## config.mk

```make
export PLATFORM = sky130hd
export DESIGN_NAME = ps2_key_event_tracker
export DESIGN_NICKNAME = d
export VERILOG_FILES = /design/src/rtl/ps2_key_event_tracker.sv
export SDC_FILE = /design/constraint.sdc
export NUM_CORES = 1
export LEC_CHECK = 0
export BUFFER_PORTS_ARGS = -buffer_cell sky130_fd_sc_hd__buf_4
export CAP_MARGIN = 25
export CORE_MARGIN = 2
export CORE_UTILIZATION = 55
export DETAILED_ROUTE_END_ITERATION = 10
export PLACE_DENSITY = 0.75
export SYNTH_ARGS = -nofsm -noshare
export SYNTH_HDL_FRONTEND = slang
export SYNTH_SLANG_ARGS = --single-unit
```

## constraint.sdc

```tcl
create_clock -name clk -period 5.7 [get_ports clk]
set_clock_uncertainty 0.1 [all_clocks]
set_input_delay 1.14 -clock clk [delete_from_list [all_inputs] [get_ports clk]]
set_output_delay 1.14 -clock clk [all_outputs]
set_load 0.02 [all_outputs]
```

## src/rtl/ps2_key_event_tracker.sv

```systemverilog
// PS/2 scan-code set 2 byte decoder.
// Parses make, break and E0-extended sequences and filters typematic repeats.
// Tracks modifier state, caps lock, the held key and a press counter.
// Decoded events are queued in a first-word-fall-through FIFO.
module ps2_key_event_tracker #(
  parameter int FIFO_DEPTH    = 8,
  parameter int CNT_W         = 8,
  parameter int REPEAT_FILTER = 1
) (
  input  logic                          clk,
  input  logic                          rst,
  input  logic [7:0]                    in_data,
  input  logic                          in_valid,
  output logic [9:0]                    evt_data,
  output logic                          evt_valid,
  input  logic                          evt_ready,
  output logic [$clog2(FIFO_DEPTH):0]   fifo_count,
  output logic                          overflow,
  output logic                          proto_err,
  output logic [CNT_W-1:0]              press_cnt,
  output logic                          held_valid,
  output logic [8:0]                    held_code,
  output logic                          shift,
  output logic                          ctrl,
  output logic                          caps_lock
);

  localparam int AW = $clog2(FIFO_DEPTH);
  localparam int CW = AW + 1;
  localparam logic [CW-1:0] FULL_CNT = CW'(FIFO_DEPTH);

  localparam logic [8:0] K_LSHIFT = 9'h012;
  localparam logic [8:0] K_RSHIFT = 9'h059;
  localparam logic [8:0] K_LCTRL  = 9'h014;
  localparam logic [8:0] K_RCTRL  = 9'h114;
  localparam logic [8:0] K_CAPS   = 9'h058;

  typedef enum logic [1:0] {S_IDLE, S_EXT, S_BRK, S_EXT_BRK} state_t;

  state_t state_q, state_d;

  logic       evt_fire, evt_brk, evt_ext, err_fire;
  logic [7:0] evt_code;
  logic [8:0] key;
  logic       is_make, is_brk, repeat_hit, accept_make, push, pop, full, push_ok;

  logic [9:0]       mem_q [FIFO_DEPTH];
  logic [9:0]       mem_d [FIFO_DEPTH];
  logic [AW-1:0]    wr_ptr_q, wr_ptr_d, rd_ptr_q, rd_ptr_d;
  logic [CW-1:0]    count_q, count_d;
  logic             overflow_q, overflow_d, proto_err_q, proto_err_d;
  logic [CNT_W-1:0] press_cnt_q, press_cnt_d;
  logic             held_valid_q, held_valid_d;
  logic [8:0]       held_code_q, held_code_d;
  logic             lshift_q, lshift_d, rshift_q, rshift_d;
  logic             lctrl_q, lctrl_d, rctrl_q, rctrl_d;
  logic             caps_q, caps_d;

  // Parser state register
  always_ff @(posedge clk) begin
    if (!rst) state_q <= S_IDLE;
    else      state_q <= state_d;
  end

  // Parser next-state: prefixes move forward, anything else returns to IDLE
  always_comb begin
    state_d = state_q;
    if (in_valid) begin
      case (state_q)
        S_IDLE: begin
          if (in_data == 8'hE0)      state_d = S_EXT;
          else if (in_data == 8'hF0) state_d = S_BRK;
          else                       state_d = S_IDLE;
        end
        S_EXT: begin
          if (in_data == 8'hF0) state_d = S_EXT_BRK;
          else                  state_d = S_IDLE;
        end
        default: state_d = S_IDLE;
      endcase
    end
  end

  // Parser outputs: decoded event strobe or protocol error for the current byte
  always_comb begin
    evt_fire = 1'b0;
    evt_brk  = 1'b0;
    evt_ext  = 1'b0;
    err_fire = 1'b0;
    evt_code = in_data;
    if (in_valid) begin
      case (state_q)
        S_IDLE: begin
          if (in_data == 8'h00 || in_data == 8'hFF || in_data == 8'hE1) err_fire = 1'b1;
          else if (in_data != 8'hE0 && in_data != 8'hF0)                evt_fire = 1'b1;
        end
        S_EXT: begin
          if (in_data == 8'hE0 || in_data == 8'h00 || in_data == 8'hFF) err_fire = 1'b1;
          else if (in_data != 8'hF0) begin
            evt_fire = 1'b1;
            evt_ext  = 1'b1;
          end
        end
        default: begin
          if (in_data == 8'hE0 || in_data == 8'hF0 || in_data == 8'h00 || in_data == 8'hFF) begin
            err_fire = 1'b1;
          end else begin
            evt_fire = 1'b1;
            evt_brk  = 1'b1;
            evt_ext  = (state_q == S_EXT_BRK);
          end
        end
      endcase
    end
  end

  assign key         = {evt_ext, evt_code};
  assign is_make     = evt_fire && !evt_brk;
  assign is_brk      = evt_fire && evt_brk;
  assign repeat_hit  = is_make && (REPEAT_FILTER != 0) && held_valid_q && (held_code_q == key);
  assign accept_make = is_make && !repeat_hit;
  assign push        = accept_make || is_brk;
  assign pop         = (count_q != '0) && evt_ready;
  assign full        = (count_q == FULL_CNT);
  assign push_ok     = push && (!full || pop);

  // Key tracking and FIFO bookkeeping for the event decoded this cycle
  always_comb begin
    mem_d        = mem_q;
    wr_ptr_d     = wr_ptr_q;
    rd_ptr_d     = rd_ptr_q;
    count_d      = count_q + CW'(push_ok) - CW'(pop);
    overflow_d   = overflow_q || (push && full && !pop);
    proto_err_d  = proto_err_q || err_fire;
    press_cnt_d  = press_cnt_q;
    held_valid_d = held_valid_q;
    held_code_d  = held_code_q;
    lshift_d     = lshift_q;
    rshift_d     = rshift_q;
    lctrl_d      = lctrl_q;
    rctrl_d      = rctrl_q;
    caps_d       = caps_q;

    if (push_ok) begin
      mem_d[wr_ptr_q] = {evt_brk, evt_ext, evt_code};
      wr_ptr_d        = wr_ptr_q + AW'(1);
    end
    if (pop) rd_ptr_d = rd_ptr_q + AW'(1);

    if (accept_make) begin
      press_cnt_d  = press_cnt_q + CNT_W'(1);
      held_code_d  = key;
      held_valid_d = 1'b1;
      if (key == K_CAPS) caps_d = !caps_q;
    end
    if (is_brk && key == held_code_q) held_valid_d = 1'b0;

    if (evt_fire) begin
      if (key == K_LSHIFT) lshift_d = is_make;
      if (key == K_RSHIFT) rshift_d = is_make;
      if (key == K_LCTRL)  lctrl_d  = is_make;
      if (key == K_RCTRL)  rctrl_d  = is_make;
    end
  end

  // Datapath registers
  always_ff @(posedge clk) begin
    if (!rst) begin
      mem_q        <= '{default: '0};
      wr_ptr_q     <= '0;
      rd_ptr_q     <= '0;
      count_q      <= '0;
      overflow_q   <= 1'b0;
      proto_err_q  <= 1'b0;
      press_cnt_q  <= '0;
      held_valid_q <= 1'b0;
      held_code_q  <= '0;
      lshift_q     <= 1'b0;
      rshift_q     <= 1'b0;
      lctrl_q      <= 1'b0;
      rctrl_q      <= 1'b0;
      caps_q       <= 1'b0;
    end else begin
      mem_q        <= mem_d;
      wr_ptr_q     <= wr_ptr_d;
      rd_ptr_q     <= rd_ptr_d;
      count_q      <= count_d;
      overflow_q   <= overflow_d;
      proto_err_q  <= proto_err_d;
      press_cnt_q  <= press_cnt_d;
      held_valid_q <= held_valid_d;
      held_code_q  <= held_code_d;
      lshift_q     <= lshift_d;
      rshift_q     <= rshift_d;
      lctrl_q      <= lctrl_d;
      rctrl_q      <= rctrl_d;
      caps_q       <= caps_d;
    end
  end

  assign evt_data   = mem_q[rd_ptr_q];
  assign evt_valid  = (count_q != '0);
  assign fifo_count = count_q;
  assign overflow   = overflow_q;
  assign proto_err  = proto_err_q;
  assign press_cnt  = press_cnt_q;
  assign held_valid = held_valid_q;
  assign held_code  = held_code_q;
  assign shift      = lshift_q | rshift_q;
  assign ctrl       = lctrl_q | rctrl_q;
  assign caps_lock  = caps_q;

endmodule

```

# After elaboration in Yosys (flattened, before gate mapping)
# Cells that the tools add are included.
[word_totals]
mem_bits_ro = 0
memories = 0
regBits = 117
ram_bits = 0
latchBits = 0
input_bits = 12
[op_classes]
eq_ne = 16
magnitude_cmp = 3
reduce_logical = 38
n_addsub = 5
n_shift = 0
bitwise_logic = 5
n_mul = 0
div_mod_pow = 0
muxes = 27
[ops]
columns = ["cell", "count"]
rows = [
  ["$bwmux 80", 1],
  ["$eq 8x8->1 const B", 4],
  ["$bmux 10 s3", 1],
  ["$demux 10 s3", 1],
  ["$mux 10", 3],
  ["$eq 9x5->1 const B", 2],
  ["$eq 9x7->1 const B", 2],
  ["$eq 9x9->1", 2],
  ["$ne 8x8->1 const B", 2],
  ["$mux 1", 14],
  ["$logic_and 1x1->1", 12],
  ["$logic_or 1x1->1", 11],
  ["$reduce_and 2->1", 5],
  ["$eq 9x9->1 const B", 1],
  ["$add 8x1->8 const B", 1],
  ["$ge 4x4->1 const B", 2],
  ["$logic_not 8->1", 1],
  ["$not 3->4", 2],
  ["$add 3x1->3 const B", 2],
  ["$mux 2", 3],
  ["$pmux 1 s2", 3],
  ["$logic_not 1->1", 5],
  ["$add 4x1->4", 1],
  ["$eq 4x4->1 const B", 1],
  ["10 further kinds", 12],
]

# Depth between registers and ports, before layout
# Gate-level depths: netlist of the first run.
[depth]
depth_word = 17
mapped_depth = 14
ltp_nobuf = 13

# Worst setup path after synthesis of the first run
# No wires, ideal clock.
[synth_timing]
path_kind = "input to register"
from = "in in_data[2]"
to = "reg count_q[1] (netlist: fifo_count[1])"
slack_ps = 1893
required_time_ps = 5485
path_buffers = 2
arrival_time_ps = 3592
path_stages = 12
setup_time_ps = 115
cell_sequence = "buf_4 or4_4 o211a_4 o21ai_4 buf_6 nor3b_1 inv_1 ha_1 inv_1 ha_1 fa_1 and2_1"
[synth_via]
elab_chain_len = 17
elab_cells_between_ends = 39
cone_classes = "2 x add/sub; 7 x eq/ne; 12 x mux; 18 x reduce/logical"
[synth_rtl]
columns = ["element", "line", "text"]
rows = [
  ["start: declaration", "12", "input logic [7:0] in_data,"],
  ["parallel branches: the longest is 13 deep, another holds $eq 9x9->1", "-", ""],
  ["$logic_or 1x1->1 (*)", "122", "assign push = accept_make || is_brk;"],
  ["$logic_and 1x1->1 (*)", "125", "assign push_ok = push && (!full || pop);"],
  ["$add 4x1->4 (*)", "132", "count_d = count_q + CW'(push_ok) - CW'(pop);"],
  ["$sub 4x1->4 (*)", "132", ""],
  ["via count_d[1]", "50", "logic [CW-1:0] count_q, count_d;"],
  ["end signal: assignment", "187", "count_q <= count_d;"],
  ["end: declaration", "50", ""],
]
# Mark *: on every way through the listed nets, which the timed path passes.
# A chain may end at the register's enable or synchronous reset.

# Worst setup path in the final report of the first run
[layout_timing]
from = "reg rd_ptr_q[0]"
to = "out evt_data[1]"
[layout_via]
elab_chain_len = 4
[layout_rtl]
columns = ["element", "line", "text"]
rows = [
  ["start: declaration", "49", "logic [AW-1:0] wr_ptr_q, wr_ptr_d, rd_ptr_q, rd_ptr_d;"],
  ["start signal: assignment", "186", "rd_ptr_q <= rd_ptr_d;"],
  ["$not 3->4 (implied by the code)", "201", "assign evt_data = mem_q[rd_ptr_q];"],
  ["$bmux 10 s3", "201", ""],
  ["$mux 10 (implied by the code) (2 in series)", "201", ""],
  ["end: declaration", "14", "output logic [9:0] evt_data,"],
]
# No other way between the ends. The select of a mux whose other input is x is not followed.

==> results.toml, run 1 <==
[status]
status = "finished, final reports clean"

[sta]
tns_ns = 0
hold_viol_final = 0
drv_slew = 0
worstMarginPinSlew_ns = 1.01
rsz0062_at_grt = "false"
relSlewSlack_pct = 32.5
post-route-period-util_pct = 65.6
setup_ws_ns = 1.96
period_needed_ns = 3.74
clock.fmax_mhz = 267
setup_viol = 0

[cts]
clk_pin_slew_ns = 0.06
clockBufferDepth = 2
tritoncts = "yes"
cts_setup_buffers = 0
insertion_delay_ns = 0.52
cts_made_buffers = 17
post_cts_resized = 0
cts_sinks = 117
root_buffer = "clkbuf_8"
h-tree-depth = 4
cts-hold-fix-buffers = 0

[synth]
ys_warn_count = 0
yosysUniqueCellTypes = 54
avgSynthCellArea_um2 = 9.83
synth_cells = 577
ys_async_sr_fraction_pct = 0
synth-seq-area-share_pct = 41.3
synth.top_cell.area_share_pct = 41.3
syn_area_um2 = 5670
synth_area_leader_cell = "dfxtp_1"
synth_fp_nets = 599
synth_edf_count = 0
synth_area_leaders = "dfxtp_1 41%, mux2i_1 14%, mux4_2 7.9%"
ys_ff_latch = 117
ys.flop_type = "dfxtp_1"

[final_layout]
fillers = 820
fin_nets = 635
drive_gt1_share_pct = 24.8
syn_to_final_growth_pct = 19.2
antennaDiodeCount = 0

[placed_design]
dpl.hpwl_mm = 9.16
gp_congestion = 0.912
dp_slack_ns = 1.60
portBuffers = 49

[routing]
drc = 0
first_iter_violations = 254
vias_per_cell = 5.89
wire_per_inst_um = 18.2
ant_nets = 0
num_vias = 4491
drt_first_pass_iters = 5
wl_mm = 13.9

[global_route]
grt_pass1_vias = 4397
grtUsageTotal_pct = 25.8
grt_pass1_wl_mm = 22.4
grt_overflow = 0
grt_max_degree = 105
antenna_found_initial = 0

[worst_setup_path]
end_kind = "primary output"
reg2reg_from = "state_q[0]$_SDFFE_PN0P_"
crit_required_ns = 4.46
cp_max_fo = 11
cp.arrival_ns = 2.50
rr_worst_depth = 10
worstSetupPathType = "flip-flop to primary output"
reg2reg_to = "fifo_count[1]$_SDFF_PN0_"
regToRegSetupSlack_ns = 2.68
crit_path_start_kind = "flip-flop"

[run]
maxCapViolCount = 0

[worst_hold_path]
hold_path_class = "flip-flop to flip-flop"
min_from = "proto_err$_SDFF_PN0_"
holdPathEnd = "proto_err$_SDFF_PN0_"
hold_path_depth = 2

[die]
num_rows = 37
design.core.area_um2 = 10200
start_util_pct = 55.7
num_io_pins = 50
die_area_um2 = 11100
die_w_um = 106
fp.dieH_um = 106

[pwr]
ir_drop_mv = 0.228
p_per_area_nw_per_um2 = 396
total_leakage_power_nw = 2.54
cells in the final DEF (no fill, tap or decap), drive strengths merged, types with 3 or more instances in the layout:
master / n
nand4: 3
or4: 9
o31ai: 7
mux2i: 78
bufinv: 4
nor2: 20
or2: 4
and3: 3
or3: 3
dfxtp: 117
ha: 9
nor3: 11
inv: 12
mux2: 10
o221a: 8
o211a: 3
buf: 62
mux4: 20
nor2b: 3
clkinv: 6
nand2: 105
o21ai: 15
nand3: 25
nand2b: 5
clkbuf: 20
xnor2: 11
a21oi: 23
nor4: 3
logic make-up (layout without fill, tap and decap cells):
family / count (synthesis) / after routing / synth area share, %
xor gates and xnor gates: 13 / 13 / 2.01
buffers and inverters: 57 / 106 / 4.83
DFF: 117 / 117 / 41.3
AOI/OAI and AO/OA: 70 / 70 / 8.82
muxes: 108 / 108 / 23.7
and+or+nand+nor: 202 / 202 / 17.0
adders and majority gates: 10 / 10 / 2.34
sequential cells by signal, summed over array words and instances (netlist names):
name        cells
rshift_q        1
mem_q          80
held_valid      1
caps_lock       1
lshift_q        1
rctrl_q         1
press_cnt       8
proto_err       1
overflow        1
held_code       9
fifo_count      4
rd_ptr_q        3
state_q         2
wr_ptr_q        3
lctrl_q         1
per-layer routing:
metal	GRT usage [%]	vias up	wire [um]
li1	-	2128	-
met1	31.7	2210	5920
met2	43.8	128	7070
met3	7.05	25	601
met4	8.27	0	261
met5	0	-	0
cells in the mapped netlist (2+ instances only):
| library cell | instances |
|---|---|
| a21oi_1 | 23 |
| a31oi_1 | 2 |
| and2_1 | 2 |
| and3_1 | 3 |
| buf_1 | 6 |
| buf_2 | 9 |
| buf_6 | 6 |
| clkbuf_1 | 23 |
| dfxtp_1 | 117 |
| ha_1 | 9 |
| inv_1 | 11 |
| mux2_2 | 10 |
| mux2i_1 | 78 |
| mux4_2 | 20 |
| nand2_1 | 105 |
| nand2b_1 | 5 |
| nand3_1 | 25 |
| nand4_1 | 3 |
| nor2_1 | 20 |
| nor2b_1 | 3 |
| nor3_1 | 6 |
| nor3_2 | 5 |
| nor3b_1 | 2 |
| nor4_1 | 2 |
| nor4b_1 | 2 |
| o2111ai_1 | 2 |
| o21a_1 | 2 |
| o21ai_0 | 13 |
| o221a_2 | 8 |
| o31ai_1 | 7 |
| o41ai_1 | 2 |
| or2_2 | 4 |
| or3_1 | 3 |
| or4_1 | 8 |
| xnor2_1 | 11 |
| xor2_1 | 2 |
worst max path at each step:
stage                          endpoint                      from  slack (ns)
2_1_floorplan  fifo_count[1]$_SDFF_PN0_                in_data[2]        1.89
3_3_place_gp   fifo_count[1]$_SDFF_PN0_                in_data[2]        1.68
3_5_place_dp   fifo_count[1]$_SDFF_PN0_                in_data[2]        1.60
4_1_cts                     evt_data[1]  rd_ptr_q[0]$_SDFFE_PN0P_        1.60
6_report                    evt_data[1]  rd_ptr_q[0]$_SDFFE_PN0P_        1.96
5_1_grt                     evt_data[1]  rd_ptr_q[0]$_SDFFE_PN0P_        1.83
final cells by class:
| class | instances | area (um2) | area share (%) |
|---|---|---|---|
| tap | 136 | 170 | 2.52 |
| multi-input combinational | 403 | 3080 | 45.6 |
| timing repair buffer | 62 | 488 | 7.22 |
| clock inverter | 12 | 176 | 2.61 |
| sequential | 117 | 2340 | 34.7 |
| clock buffer | 20 | 455 | 6.74 |
| inverter | 12 | 45.0 | 0.666 |
where the power goes:
part           total (mW)  switching (mW)  internal (mW)
combinational       0.608           0.334          0.274
clock                1.13           0.382          0.744
sequential          0.942          0.0593          0.883
total                2.68           0.776           1.90
per-stage QoR:
step | power, mW | utilization [%] | std cells | hold slack [ns] | instance area, um2
after floorplan | 1.38 | - | 577 | 0.332 | 5670
after CTS | 2.68 | 66.2 | 761 | 0.357 | 6740
after global placement | 1.53 | 59.6 | 725 | 0.339 | 6070
final | 2.68 | 66.4 | 762 | 0.348 | 6760
after global routing | 2.78 | 66.4 | 762 | 0.366 | 6760
after detailed placement | 1.56 | 60.0 | 729 | 0.347 | 6110
critical path, stage by stage (launching register included):
cell	delay, ns
dfxtp_1	0.58
buf_8	0.22
buf_4	0.20
mux4_2	0.52
mux2_2	0.29
buf_4	0.16
(Power assumes the default switching activity.)
==> inputs of run 2 (changes only) <==
- ABC_AREA: default -> 1
- CORE_UTILIZATION: 55 -> 54
- PLACE_DENSITY: 0.75 -> 0.76
- clock period: 5.7 -> 3 ns (I/O delays scaled with it)
==> results.toml, run 2 <==
[synth]
syn_area_um2 = 6120
synth-seq-area-share_pct = 38.3
synth_area_leader_cell = "dfxtp_1"
ys_ff_latch = 117
ys_warn_count = 0
ys_async_sr_fraction_pct = 0
synthSimpleGateAreaFrac_pct = 32.8
synth_xor_area_share_pct = 1.57
synth_edf_count = 0
synthMuxAreaShare_pct = 0
synth_compound_area_share_pct = 12.3
avgSynthCellArea_um2 = 6.61
synth_fa_ha_area_share_pct = 2.17
yosysMostFrequentCell = "nand2_1"
synth_top_family_by_area = "simple AND/OR/NAND/NOR gates"
yosysUniqueCellTypes = 39
ys.flop_type = "dfxtp_1"
synth_cells = 926
synth.top_cell.area_share_pct = 38.3
synth_area_leaders = "dfxtp_1 38%, nand2_1 13%, nor2_1 11%"
synth_fp_nets = 948
synthTopCellsByCount = "215 x nand2_1, 180 x nor2_1, 129 x inv_1"

[sta]
worstMarginPinSlew_ns = 0.659
relSlewSlack_pct = 56.0
rsz0062_at_grt = "false"
period_needed_ns = 2.85
setup_viol = 0
hold_ws_ns = 0.353
drv_slew = 0
hold_viol_final = 0
post-route-period-util_pct = 95.1
clock.fmax_mhz = 351
setup_ws_ns = 0.147

[placed_design]
dp_slack_ns = -0.0317
portBuffers = 49
gp_congestion = 0.879
dp_cells = 1090
dpl.hpwl_mm = 9.68

[worst_setup_path]
regToRegSetupSlack_ns = 0.48
cp_max_fo = 13
cpMostUsedCell = "buf_4"
critical_path_buf_inv_count = 3
crit_family = "buffers and inverters"
cp_cell_sequence = "clkinvlp_4 > buf_4 > a21oi_1 > o21ai_0 > a31oi_1 > buf_4"
worstSetupPathType = "flip-flop to primary output"
cp_slowest_cell = "dfxtp_2"
end_kind = "primary output"
cp.arrival_ns = 2.15
crit_path_max_incr_delay_ns = 0.48
crit_required_ns = 2.30
crit_path_start_kind = "flip-flop"

[pwr]
power.total_mw = 5.11
p_per_area_nw_per_um2 = 708
total_leakage_power_nw = 3.58
ir_drop_mv = 0.513

[global_route]
grt_max_degree = 62
grtUsageTotal_pct = 24.5
grt_pass1_vias = 5302
grt_overflow = 0
antenna_found_initial = 0
grt_pass1_wl_mm = 24.5

[final_layout]
instances_no_fill = 1122
drive_gt1_share_pct = 15.6
layout_common_cells = "214 x nand2_1, 179 x nor2_1, 128 x inv_1"
multi_input_comb_area_um2 = 3030
largest_reg_flops = 80
area.sequential_um2 = 2340
final_core_util_pct = 66.1
max_flop_register = "mem_q"
final_common_cell = "nand2_1"
fin_nets = 992
antennaDiodeCount = 0
fillers = 999
syn_to_final_growth_pct = 18.1

[cts]
clk_pin_slew_ns = 0.05
h-tree-depth = 4
clockBufferDepth = 2
cts_sinks = 117
cts_made_buffers = 17
tritoncts = "yes"
cts_setup_buffers = 0
insertion_delay_ns = 0.42
root_buffer = "clkbuf_16"

[die]
die_area_um2 = 12200
die_w_um = 110
start_util_pct = 55.9
num_rows = 38
num_io_pins = 50
fp.dieH_um = 110
design.core.area_um2 = 10900

[routing]
first_iter_violations = 431
wire_per_inst_um = 13.1
wl_mm = 14.7
ant_nets = 0
drt_first_pass_iters = 7
num_vias = 5684
drc = 0
vias_per_cell = 5.07

[run]
maxCapViolCount = 0

[status]
status = "finished, final reports clean"

[worst_hold_path]
hold_path_class = "flip-flop to flip-flop"
[run 2: worst paths after layout]
| check | from | to | depth (start not counted) |
|---|---|---|---|
| setup / recovery | rd_ptr_q[0]$_SDFFE_PN0P_ | evt_data[0] | 6 |
| hold / removal | proto_err$_SDFF_PN0_ | proto_err$_SDFF_PN0_ | 2 |
| setup reg to reg | state_q[1]$_SDFFE_PN0P_ | fifo_count[2]$_SDFF_PN0_ | 15 |
| hold reg to reg | proto_err$_SDFF_PN0_ | proto_err$_SDFF_PN0_ | 2 |
[run 2: power breakdown]
group          internal, mW  switching, mW  leakage (nW)  total, mW
clock network          1.27          0.692         0.284       1.96
registers              1.67         0.0845         0.951       1.76
logic                 0.507          0.885          2.34       1.39
[run 2: worst reg2reg max path, delay by kind of cell, from the launching register on]
| kind | cells | cell delay, ns |
|---|---|---|
| adders and majority gates | 3 | 0.77 |
| DFF | 1 | 0.46 |
| buffers and inverters | 2 | 0.10 |
| xor gates and xnor gates | 1 | 0.16 |
| and+or+nand+nor | 9 | 0.79 |
[run 2: layer usage]
| metal | GRT usage [%] | share of wire (%) | wire (um) | vias to the layer above |
|---|---|---|---|---|
| li1 | - | - | - | 2963 |
| met4 | 10.5 | 2.5 | 369 | 0 |
| met1 | 30.2 | 46 | 6700 | 2550 |
| met3 | 6.15 | 5.0 | 739 | 28 |
| met2 | 40.5 | 47 | 6890 | 143 |
| met5 | 0 | 0 | 0 | - |
[run 2: cell type report]
cell class              count  share of cell area [%]
inverters                 136                    7.12
well taps                 140                    2.42
repair inverters            1                   0.104
multi-input cells         621                    41.9
clock inverters            10                    1.45
repair buffers             76                    8.07
flip-flops and latches    117                    32.4
clock buffers              21                    6.51
[run 2: cell families after synthesis]
| kind of cell | count (synthesis) |
|---|---|
| AO/OA/AOI/OAI | 134 |
| adder cells (fa/ha/maj) | 10 |
| XOR/XNOR | 11 |
| AND/OR/NAND/NOR | 466 |
| flip-flops | 117 |
| buffers and inverters | 188 |
[run 2: stage by stage]
| stage | area [um2] | TNS, ns |
|---|---|---|
| 6_report | 7220 | 0 |
| 5_1_grt | 7220 | 0 |
| 4_1_cts | 7210 | 0 |
| 3_5_place_dp | 6640 | -0.0405 |
| 3_3_place_gp | 6640 | 0 |
| 2_1_floorplan | 6170 | 0 |
[run 2: timing repair]
item                                    in CTS  in global routing
gates resized for setup                      0                  3
endpoints found under the setup margin       0                  8
hold buffers                                 0                  0
